**config.mk**
```make
export PLATFORM = sky130hd
export DESIGN_NAME = csa_accum_ctrl
export DESIGN_NICKNAME = d
export VERILOG_FILES = /design/src/rtl/csa_accum_ctrl.sv
export SDC_FILE = /design/constraint.sdc
export NUM_CORES = 1
export LEC_CHECK = 0
export BUFFER_PORTS_ARGS = -buffer_cell sky130_fd_sc_hd__buf_2
export CORE_MARGIN = 5
export CORE_UTILIZATION = 52
export DETAILED_ROUTE_END_ITERATION = 12
export GPL_ROUTABILITY_DRIVEN = 0
export HOLD_SLACK_MARGIN = 0.03
export PLACE_DENSITY = 0.75
export RECOVER_POWER = 100
export SETUP_SLACK_MARGIN = 0.3
export SYNTH_ARGS = -nofsm -noshare
export SYNTH_HDL_FRONTEND = slang
export SYNTH_SLANG_ARGS = --single-unit
```
**constraint.sdc**
```tcl
create_clock -name clk -period 4.9 [get_ports clk]
set_input_delay 0.735 -clock clk [delete_from_list [all_inputs] [get_ports clk]]
set_output_delay 0.735 -clock clk [all_outputs]
set_load 0.05 [all_outputs]
```
**src/rtl/csa_accum_ctrl.sv**
```systemverilog
// Carry-save accumulator: sums COUNT unsigned N-bit operands, resolving once at the end.
// Optional macro CSA_ACCUM_CTRL_ABORT_EN adds an abort input that discards a run in progress.
module csa_accum_ctrl #(
    parameter int N     = 4,
    parameter int COUNT = 10
) (
    input  logic           clk,
    input  logic           reset,
    input  logic           start,
    input  logic [N-1:0]   in_data,
    input  logic           in_valid,
    output logic           in_ready,
    output logic [N+7:0]   total_sum,
    output logic           sb_carry,
    output logic           out_valid,
    input  logic           out_ready,
    output logic           busy
`ifdef CSA_ACCUM_CTRL_ABORT_EN
    ,
    input  logic           abort
`endif
);

    localparam int W  = N + 8;
    localparam int CW = $clog2(COUNT + 1);

    typedef enum logic [1:0] {IDLE, ACCUM, RESOLVE, DONE} state_t;

    state_t          state_q, state_d;
    logic [W-1:0]    sum_q, sum_d;
    logic [W-1:0]    carry_q, carry_d;
    logic [CW-1:0]   cnt_q, cnt_d;
    logic [W-1:0]    total_q, total_d;
    logic            sbc_q, sbc_d;

    logic            abort_w;
    logic [W-1:0]    carry_sh, op, csa_s, csa_c, rip_s;
    logic            rip_co;

`ifdef CSA_ACCUM_CTRL_ABORT_EN
    assign abort_w = abort;
`else
    assign abort_w = 1'b0;
`endif

    // Carry is stored unweighted; its shifted form feeds both the CSA and the resolve.
    assign carry_sh = {carry_q[W-2:0], 1'b0};
    assign op       = {8'b0, in_data};
    assign csa_s    = sum_q ^ carry_sh ^ op;
    assign csa_c    = (sum_q & carry_sh) | (sum_q & op) | (carry_sh & op);

    always_comb begin
        logic rc;
        rip_s = '0;
        rc    = 1'b0;
        for (int i = 0; i < W; i++) begin
            rip_s[i] = sum_q[i] ^ carry_sh[i] ^ rc;
            rc       = (sum_q[i] & carry_sh[i]) | (sum_q[i] & rc) | (carry_sh[i] & rc);
        end
        rip_co = rc;
    end

    always_comb begin
        state_d = state_q;
        sum_d   = sum_q;
        carry_d = carry_q;
        cnt_d   = cnt_q;
        total_d = total_q;
        sbc_d   = sbc_q;
        case (state_q)
            IDLE: begin
                if (start) begin
                    sum_d   = '0;
                    carry_d = '0;
                    cnt_d   = '0;
                    state_d = ACCUM;
                end
            end
            ACCUM: begin
                if (abort_w) begin
                    sum_d   = '0;
                    carry_d = '0;
                    cnt_d   = '0;
                    state_d = IDLE;
                end else if (in_valid) begin
                    sum_d   = csa_s;
                    carry_d = csa_c;
                    cnt_d   = cnt_q + 1'b1;
                    if (cnt_q == CW'(COUNT - 1))
                        state_d = RESOLVE;
                end
            end
            RESOLVE: begin
                if (abort_w) begin
                    sum_d   = '0;
                    carry_d = '0;
                    cnt_d   = '0;
                    state_d = IDLE;
                end else begin
                    total_d = rip_s;
                    sbc_d   = rip_co;
                    state_d = DONE;
                end
            end
            DONE: begin
                if (out_ready)
                    state_d = IDLE;
            end
            default: state_d = IDLE;
        endcase
    end

    always_ff @(posedge clk) begin
        if (reset) begin
            state_q <= IDLE;
            sum_q   <= '0;
            carry_q <= '0;
            cnt_q   <= '0;
            total_q <= '0;
            sbc_q   <= 1'b0;
        end else begin
            state_q <= state_d;
            sum_q   <= sum_d;
            carry_q <= carry_d;
            cnt_q   <= cnt_d;
            total_q <= total_d;
            sbc_q   <= sbc_d;
        end
    end

    assign in_ready  = (state_q == ACCUM);
    assign out_valid = (state_q == DONE);
    assign busy      = (state_q != IDLE);
    assign total_sum = total_q;
    assign sb_carry  = sbc_q;

endmodule

```
==> results of run 1 <==
[registers in the layout, indices dropped and copies added (netlist names)]
register	flops
sum_q	12
cnt_q	4
total_sum	12
state_q	2
carry_q	11
sb_carry	1
[synth_stat cells]
cell type and count:
nor3_1 1, nor2b_4 1, nand2b_1 8, a31oi_1 1, clkbuf_1 9, dfxtp_1 42, inv_1 8, buf_4 2
buf_6 1, nand3_1 25, o21bai_1 1, and2b_1 1, or4_1 1, a2111oi_4 1, ha_1 17, mux2i_1 13
o31ai_1 25, o32ai_1 1, nand3b_1 2, nor2_1 14, fa_1 13, nor2b_1 1, and2_1 1, a21oi_1 25
o31a_1 1, a211oi_1 3, buf_2 9
[worst min path at each step]
stage,startpoint,to,depth (start not counted)
final,total_sum[11],total_sum[11],2
after global routing,total_sum[11],total_sum[11],2
after CTS,total_sum[11],total_sum[11],2
after detailed placement,total_sum[11],total_sum[11],2
after global placement,total_sum[4],total_sum[4],2
after floorplan,sum_q[0],sum_q[0],2
[repair_timing]
item / 4_1_cts / 5_1_grt
pin swaps: 0 / 1
endpoints found under the setup margin: 1 / 1
gates resized for setup: 4 / 4
[report_power, final]
part	leakage, nW	total (W)	internal (W)	switching [W]
Sequential	0.339	0.000374	0.000358	0.0000160
Clock	0.0573	0.000276	0.000163	0.000113
Combinational	0.581	0.000338	0.0000795	0.000258
Total	0.977	0.000989	0.000601	0.000388
[metrics by stage]
step | cell area, um2 | utilization (%) | total power (W) | hold slack [ns] | setup slack [ns]
floorplan | 2267 | - | 0.0006779 | 0.4646 | 0.3229
global placement | 2355 | 54.84 | 0.0007354 | 0.4670 | 0.2052
detailed placement | 2355 | 54.84 | 0.0007371 | 0.4701 | 0.1729
CTS | 2477 | 57.69 | 0.001016 | 0.4807 | 0.3209
global route | 2439 | 56.79 | 0.001046 | 0.5228 | 0.1960
finish | 2439 | 56.79 | 0.0009888 | 0.4816 | 0.3484
[worst max-delay path, stage by stage (launching register included)]
cell	delay, ns
dfxtp_1	0.35
ha_1	0.23
fa_2	0.34
fa_1	0.38
fa_1	0.39
fa_2	0.35
fa_2	0.34
fa_2	0.35
fa_2	0.34
fa_2	0.36
fa_1	0.37
inv_1	0.08
fa_1	0.40
a211oi_1	0.18
[cell type report]
class / count / share of cell area, %
Inverter: 8 / 1.231
Clock buffer: 6 / 3.386
Clock inverter: 1 / 1.231
Timing Repair Buffer: 25 / 4.413
Multi-Input combinational cell: 156 / 52.59
Tap cell: 52 / 2.668
Sequential cell: 42 / 34.48
[routing by layer]
metal	share of wire (%)	up-vias	routed length, um	global-route usage (%)
met5	0	-	0	0
met4	1.3	0	57	5.338
met3	3.8	4	162	3.910
met2	50	28	2135	26.37
met1	44	781	1881	18.20
li1	-	825	-	-
[kinds of logic after synthesis]
family	after synthesis
muxes	13
adders and majority gates	30
DFF	42
AOI/OAI and AO/OA	58
and+or+nand+nor	55
buffers and inverters	29
==> run summary, run 1 <==
Root buffer cell -> clkbuf_8
FF-to-FF path depth -> 13
Fin nets -> 277
Final ANT Viol Nets -> 0
Syn_area_per_cell -> 9.966 um2
Most frequent cells in the layout -> dfxtp_1, nand3_1, o31ai_1, a21oi_1, ha_1
Initial antenna violation count -> 0
Initial Util -> 52.68%
Worst-path clk slew -> 0.08 ns
Fin crit share -> 92.89%
Initial detailed-routing violation count -> 94
Highest clock rate -> 219.7 MHz
CORE AREA -> 4294 um2
Antenna diode count -> 0
XOR/XNOR Fraction of Synth Area -> 0%
Worst Tran Pin Value -> 1.004 ns
Worst Setup End Kind -> register
DR vias/cell -> 5.648
P_leak -> 0.9772 nW
Clock Skew -> 0.005400 ns
Reg2reg end -> total_sum[11]
Hold_buf cts -> 0
HP Class -> register to register
Final setup vio count -> 0
Port Buffers -> 24
CP Data Required Time -> 5.11 ns
Die W -> 75.96 um
Inst Count DP -> 283
H-tree Lvls -> 2
Synth Register Bits -> 42
Fin Setup TNS -> 0 ns
Worst-skew pair later-pin latency -> 0.29 ns
Vias in the first global route -> 1631
Netlist Area Pre-Place -> 2262 um2
Final min period -> 4.552 ns
Layout cells sized above 1 -> 9.664%
WL final -> 4236 um
Row cnt -> 24
Area of the die -> 5769 um2
Fill count -> 394
Die Ht -> 75.96 um
Syn_nets -> 266
Cts bufs inserted -> 5
Setup crit start kind -> register
CP arrival -> 4.76 ns
GRT Total Usage -> 15.28%
Residual DRC -> 0
RSZ-0062 raised after global routing -> no
DP HPWL -> 2642 um
Distinct cells, synth -> 27
Simple-Gate Fraction of Synth Area -> 12.78%
Post-Synth Adder-Cell Area -> 20.91%
Maximum clock path buffer count -> 2
Hold Violations, Final -> 0
R2R setup slack -> 0.35 ns
Area contributors post-synth -> dfxtp_1, fa_1, ha_1, o31ai_1, mux2i_1
PD cells -> 405.5 nW/um2
VDD IR-drop max -> 0.0002938 V
Max-slew violation count -> 0
CTS tree -> done
Max_cap viols -> 0
Largest net degree at the start of global routing -> 46
CP max FO -> 3
Final Non-Filler Cells -> 290
IO Pins -> 25
Mux share of post-synthesis cell area -> 5.752%
Compound-Gate Fraction of Synth Area -> 17.42%
Status -> finished, final reports clean
FF/Latch Area -> 840.8 um2
Setup CP Type -> register to register
DR vias -> 1638
CP endpoint -> total_sum[11]
Critical path launch point -> sum_q[1]
Layout area overhead -> 7.799%
Gr ovfl total -> 0
Relative slew slack -> 33.05%
Commonest non-fill, non-tap cell in the layout -> dfxtp_1
Area leader, netlist -> dfxtp_1
WL per Instance -> 14.61 um
Synth Instances -> 227
Clock Sinks -> 42
First-pass GRT wire length -> 7369 um
Largest family of logic cells by synthesized area -> adder cells
Postcts setup bufs -> 0
Reg-to-reg startpoint -> sum_q[1]
YS warnings -> 0
Sequential-to-total area share from yosys stat -> 37.17%
Pre-antenna DRT Iters -> 4
Area of the multi-input gates -> 1282 um2
Top cell type's share of synthesized area -> 37.17%
Power figures use the tool's default switching activity.
==> run 2, diff against run 1 <==
--- a/config.mk
+++ b/config.mk
@@ -5,6 +5,7 @@
 export SDC_FILE = /design/constraint.sdc
 export NUM_CORES = 1
 export LEC_CHECK = 0
+export ABC_AREA = 1
 export BUFFER_PORTS_ARGS = -buffer_cell sky130_fd_sc_hd__buf_2
 export CORE_MARGIN = 5
 export CORE_UTILIZATION = 52
==> run summary, run 2 <==
Status -> finished, final reports clean (unchanged)
Top cell type's share of synthesized area -> 39.21% (was 37.17%)
Layout cells sized above 1 -> 7.778% (was 9.664%)
Fin crit share -> 92.61% (was 92.89%)
Sequential-to-total area share from yosys stat -> 39.21% (was 37.17%)
Pre-antenna DRT Iters -> 4 (unchanged)
Port Buffers -> 24 (unchanged)
Synth Register Bits -> 42 (unchanged)
DR vias/cell -> 5.253 (was 5.648)
Mux share of post-synthesis cell area -> 0% (was 5.752%)
VDD IR-drop max -> 0.0002151 V (was 0.0002938 V)
R2R setup slack -> 0.36 ns (was 0.35 ns)
Reg2reg end -> total_sum[11] (unchanged)
Final setup vio count -> 0 (unchanged)
Fin nets -> 309 (was 277)
Hold Violations, Final -> 0 (unchanged)
CP Data Required Time -> 5.12 ns (was 5.11 ns)
Antenna diode count -> 0 (unchanged)
Largest family of logic cells by synthesized area -> adder cells (unchanged)
YS warnings -> 0 (unchanged)
Worst-path clk slew -> 0.07 ns (was 0.08 ns)
Distinct cells, synth -> 18 (was 27)
Highest clock rate -> 220.4 MHz (was 219.7 MHz)
Max-slew violation count -> 0 (unchanged)
H-tree Lvls -> 2 (unchanged)
CP max FO -> 3 (unchanged)
Post-Synth Adder-Cell Area -> 22.05% (was 20.91%)
Sequential power share -> 36.0% (was 37.9%)
Netlist Area Pre-Place -> 2145 um2 (was 2262 um2)
Area contributors post-synth -> dfxtp_1, fa_1, ha_1, a21oi_1, nand2_1 (was dfxtp_1, fa_1, ha_1, o31ai_1, mux2i_1)
Commonest non-fill, non-tap cell in the layout -> dfxtp_1 (unchanged)
Worst hold path depth -> 2 (unchanged)
Initial Util -> 53.61% (was 52.68%)
Die Ht -> 74.22 um (was 75.96 um)
Vias in the first global route -> 1665 (was 1631)
PD cells -> 518.5 nW/um2 (was 405.5 nW/um2)
Syn_nets -> 291 (was 266)
DP HPWL -> 2802 um (was 2642 um)
Reg-to-reg startpoint -> sum_q[1] (unchanged)
Most frequent cells after synthesis -> dfxtp_1, nand2_1, nor2_1 (was dfxtp_1, a21oi_1, nand3_1, o31ai_1, ha_1)
XOR/XNOR Fraction of Synth Area -> 0% (unchanged)
GRT Total Usage -> 17.00% (was 15.28%)
Final min period -> 4.538 ns (was 4.552 ns)
Cts bufs inserted -> 5 (unchanged)
Setup CP Type -> register to register (unchanged)
Clock Sinks -> 42 (unchanged)
HP Class -> register to register (unchanged)
Clk pwr share -> 17.3% (was 27.9%)
CORE AREA -> 4000 um2 (was 4294 um2)
Syn_area_per_cell -> 8.510 um2 (was 9.966 um2)
Worst Setup End Kind -> register (unchanged)
Area of the die -> 5509 um2 (was 5769 um2)
WL per Instance -> 12.84 um (was 14.61 um)
Most frequent cells in the layout -> dfxtp_1, nand2_1, nor2_1 (was dfxtp_1, nand3_1, o31ai_1, a21oi_1, ha_1)
Internal power -> 0.0006034 W (was 0.0006010 W)
Row cnt -> 23 (was 24)
Sw Share -> 49.26% (was 39.22%)
DR vias -> 1681 (was 1638)
Fill count -> 393 (was 394)
Final Non-Filler Cells -> 320 (was 290)
Async set or reset register ratio after synthesis -> 0% (unchanged)
Area leader, netlist -> dfxtp_1 (unchanged)
Initial antenna violation count -> 0 (unchanged)
Ys flop type -> dfxtp_1 (unchanged)
Most common cell in the netlist -> dfxtp_1 (unchanged)
Worst-skew pair later-pin latency -> 0.29 ns (about the same)
Inst Count DP -> 313 (was 283)
Fin Hold WS -> 0.4974 ns (was 0.4816 ns)
Simple-Gate Fraction of Synth Area -> 21.12% (was 12.78%)
RSZ-0062 raised after global routing -> no (unchanged)
Hold Path End -> sum_q[0] (was total_sum[11])
Gr ovfl total -> 0 (unchanged)
Root buffer cell -> clkbuf_8 (unchanged)
Largest net degree at the start of global routing -> 29 (was 46)
FF-to-FF path depth -> 13 (unchanged)
Die W -> 74.22 um (was 75.96 um)
HP Start -> sum_q[0] (was total_sum[11])
NetSw -> 0.0005857 W (was 0.0003878 W)
First-pass GRT wire length -> 7196 um (was 7369 um)
Layout area overhead -> 6.943% (was 7.799%)
CTS tree -> done (unchanged)
Compound-Gate Fraction of Synth Area -> 10.27% (was 17.42%)
Relative slew slack -> 28.88% (was 33.05%)
Maximum clock path buffer count -> 2 (unchanged)
Power, Total -> 0.001189 W (was 0.0009888 W)
WL final -> 4108 um (was 4236 um)
Logic pwr share -> 46.7% (was 34.2%)
Final ANT Viol Nets -> 0 (unchanged)
IO Pins -> 25 (unchanged)
Synth Instances -> 252 (was 227)
Initial detailed-routing violation count -> 89 (was 94)
Max_cap viols -> 0 (unchanged)
Clock Skew -> 0.003684 ns (was 0.005400 ns)
Worst Tran Pin Value -> 1.067 ns (was 1.004 ns)
Number of flops mapped to enable cells by yosys -> 0 (unchanged)
Fin Setup TNS -> 0 ns (unchanged)
P_leak -> 0.9770 nW (was 0.9772 nW)
CP arrival -> 4.76 ns (about the same)
Setup crit start kind -> register (unchanged)
Residual DRC -> 0 (unchanged)
## run 2: cell types whose count changed in the layout (fill, tap and decap cells not counted), sizes merged, moves of 2 or more
cell and delta:
nand2 +39, a211oi -3, o21ai +14, mux2i -13, nand2b -8, nand4 +2
inv +10, nand3b -2, nor2 +23, a21oi +5, nor2b -2, o31ai -25
## run 2: per-layer routing
metal | up-vias | routed length [um] | track usage (%)
li1 | 854 | - | -
met3 | 7 | 193 | 5.000
met4 | 0 | 78 | 6.522
met1 | 784 | 1912 | 20.12
met5 | - | 0 | 0
met2 | 36 | 1923 | 29.13
## run 2: repair_timing
action	CTS	global route
endpoints found under the setup margin	1	1
setup buffers	0	0
hold buffers	0	0
gates resized for setup	4	4
## run 2: kinds of logic after synthesis
logic type,count (synthesis)
AOI/OAI and AO/OA,44
and+or+nand+nor,105
adders and majority gates,30
buffers and inverters,31
DFF,42
## run 2: cell type report
| cell class | instances | area [um2] | area share (%) |
|---|---|---|---|
| clock buffer | 7 | 76.32 | 3.328 |
| inverter | 18 | 67.56 | 2.946 |
| tap | 50 | 62.56 | 2.728 |
| timing repair buffer | 24 | 100.1 | 4.364 |
| sequential | 42 | 840.8 | 36.66 |
| multi-input combinational | 179 | 1146 | 49.97 |
## run 2: worst max-delay path by stage
stage | slack, ns | endpoint | cells after the start | from
after floorplan | 0.34 | total_sum[11] | 13 | sum_q[1]
after global placement | 0.17 | total_sum[11] | 13 | sum_q[1]
after detailed placement | 0.14 | total_sum[11] | 13 | sum_q[1]
after CTS | 0.31 | total_sum[11] | 13 | sum_q[1]
after global routing | 0.19 | total_sum[11] | 13 | sum_q[1]
final | 0.36 | total_sum[11] | 13 | sum_q[1]
## run 2: power by group through the flow
stage	clock network (W)	registers (W)	logic, W
2_1_floorplan	0	0.000546	0.000396
3_3_place_gp	0	0.000433	0.000582
3_5_place_dp	0	0.000435	0.000584
4_1_cts	0.000213	0.000427	0.000585
5_1_grt	0.000226	0.000435	0.000621
6_report	0.000206	0.000428	0.000556
## run 2: worst max-delay path: stages (launching register included)
cell and delay [ns]:
dfxtp_1 0.34, ha_1 0.22, fa_1 0.38, fa_1 0.39, fa_1 0.40, fa_2 0.35, fa_2 0.35, fa_2 0.34
fa_2 0.35, fa_2 0.36, fa_1 0.37, inv_1 0.08, fa_1 0.40, a21oi_1 0.14
## run 2: metrics by stage
stage	utilization (%)	setup WS, ns	area (um2)
after floorplan	-	0.3403	2145
after global placement	55.93	0.1732	2237
after detailed placement	55.93	0.1425	2237
after CTS	58.09	0.3089	2323
after global routing	57.34	0.1875	2293
final	57.34	0.3621	2293
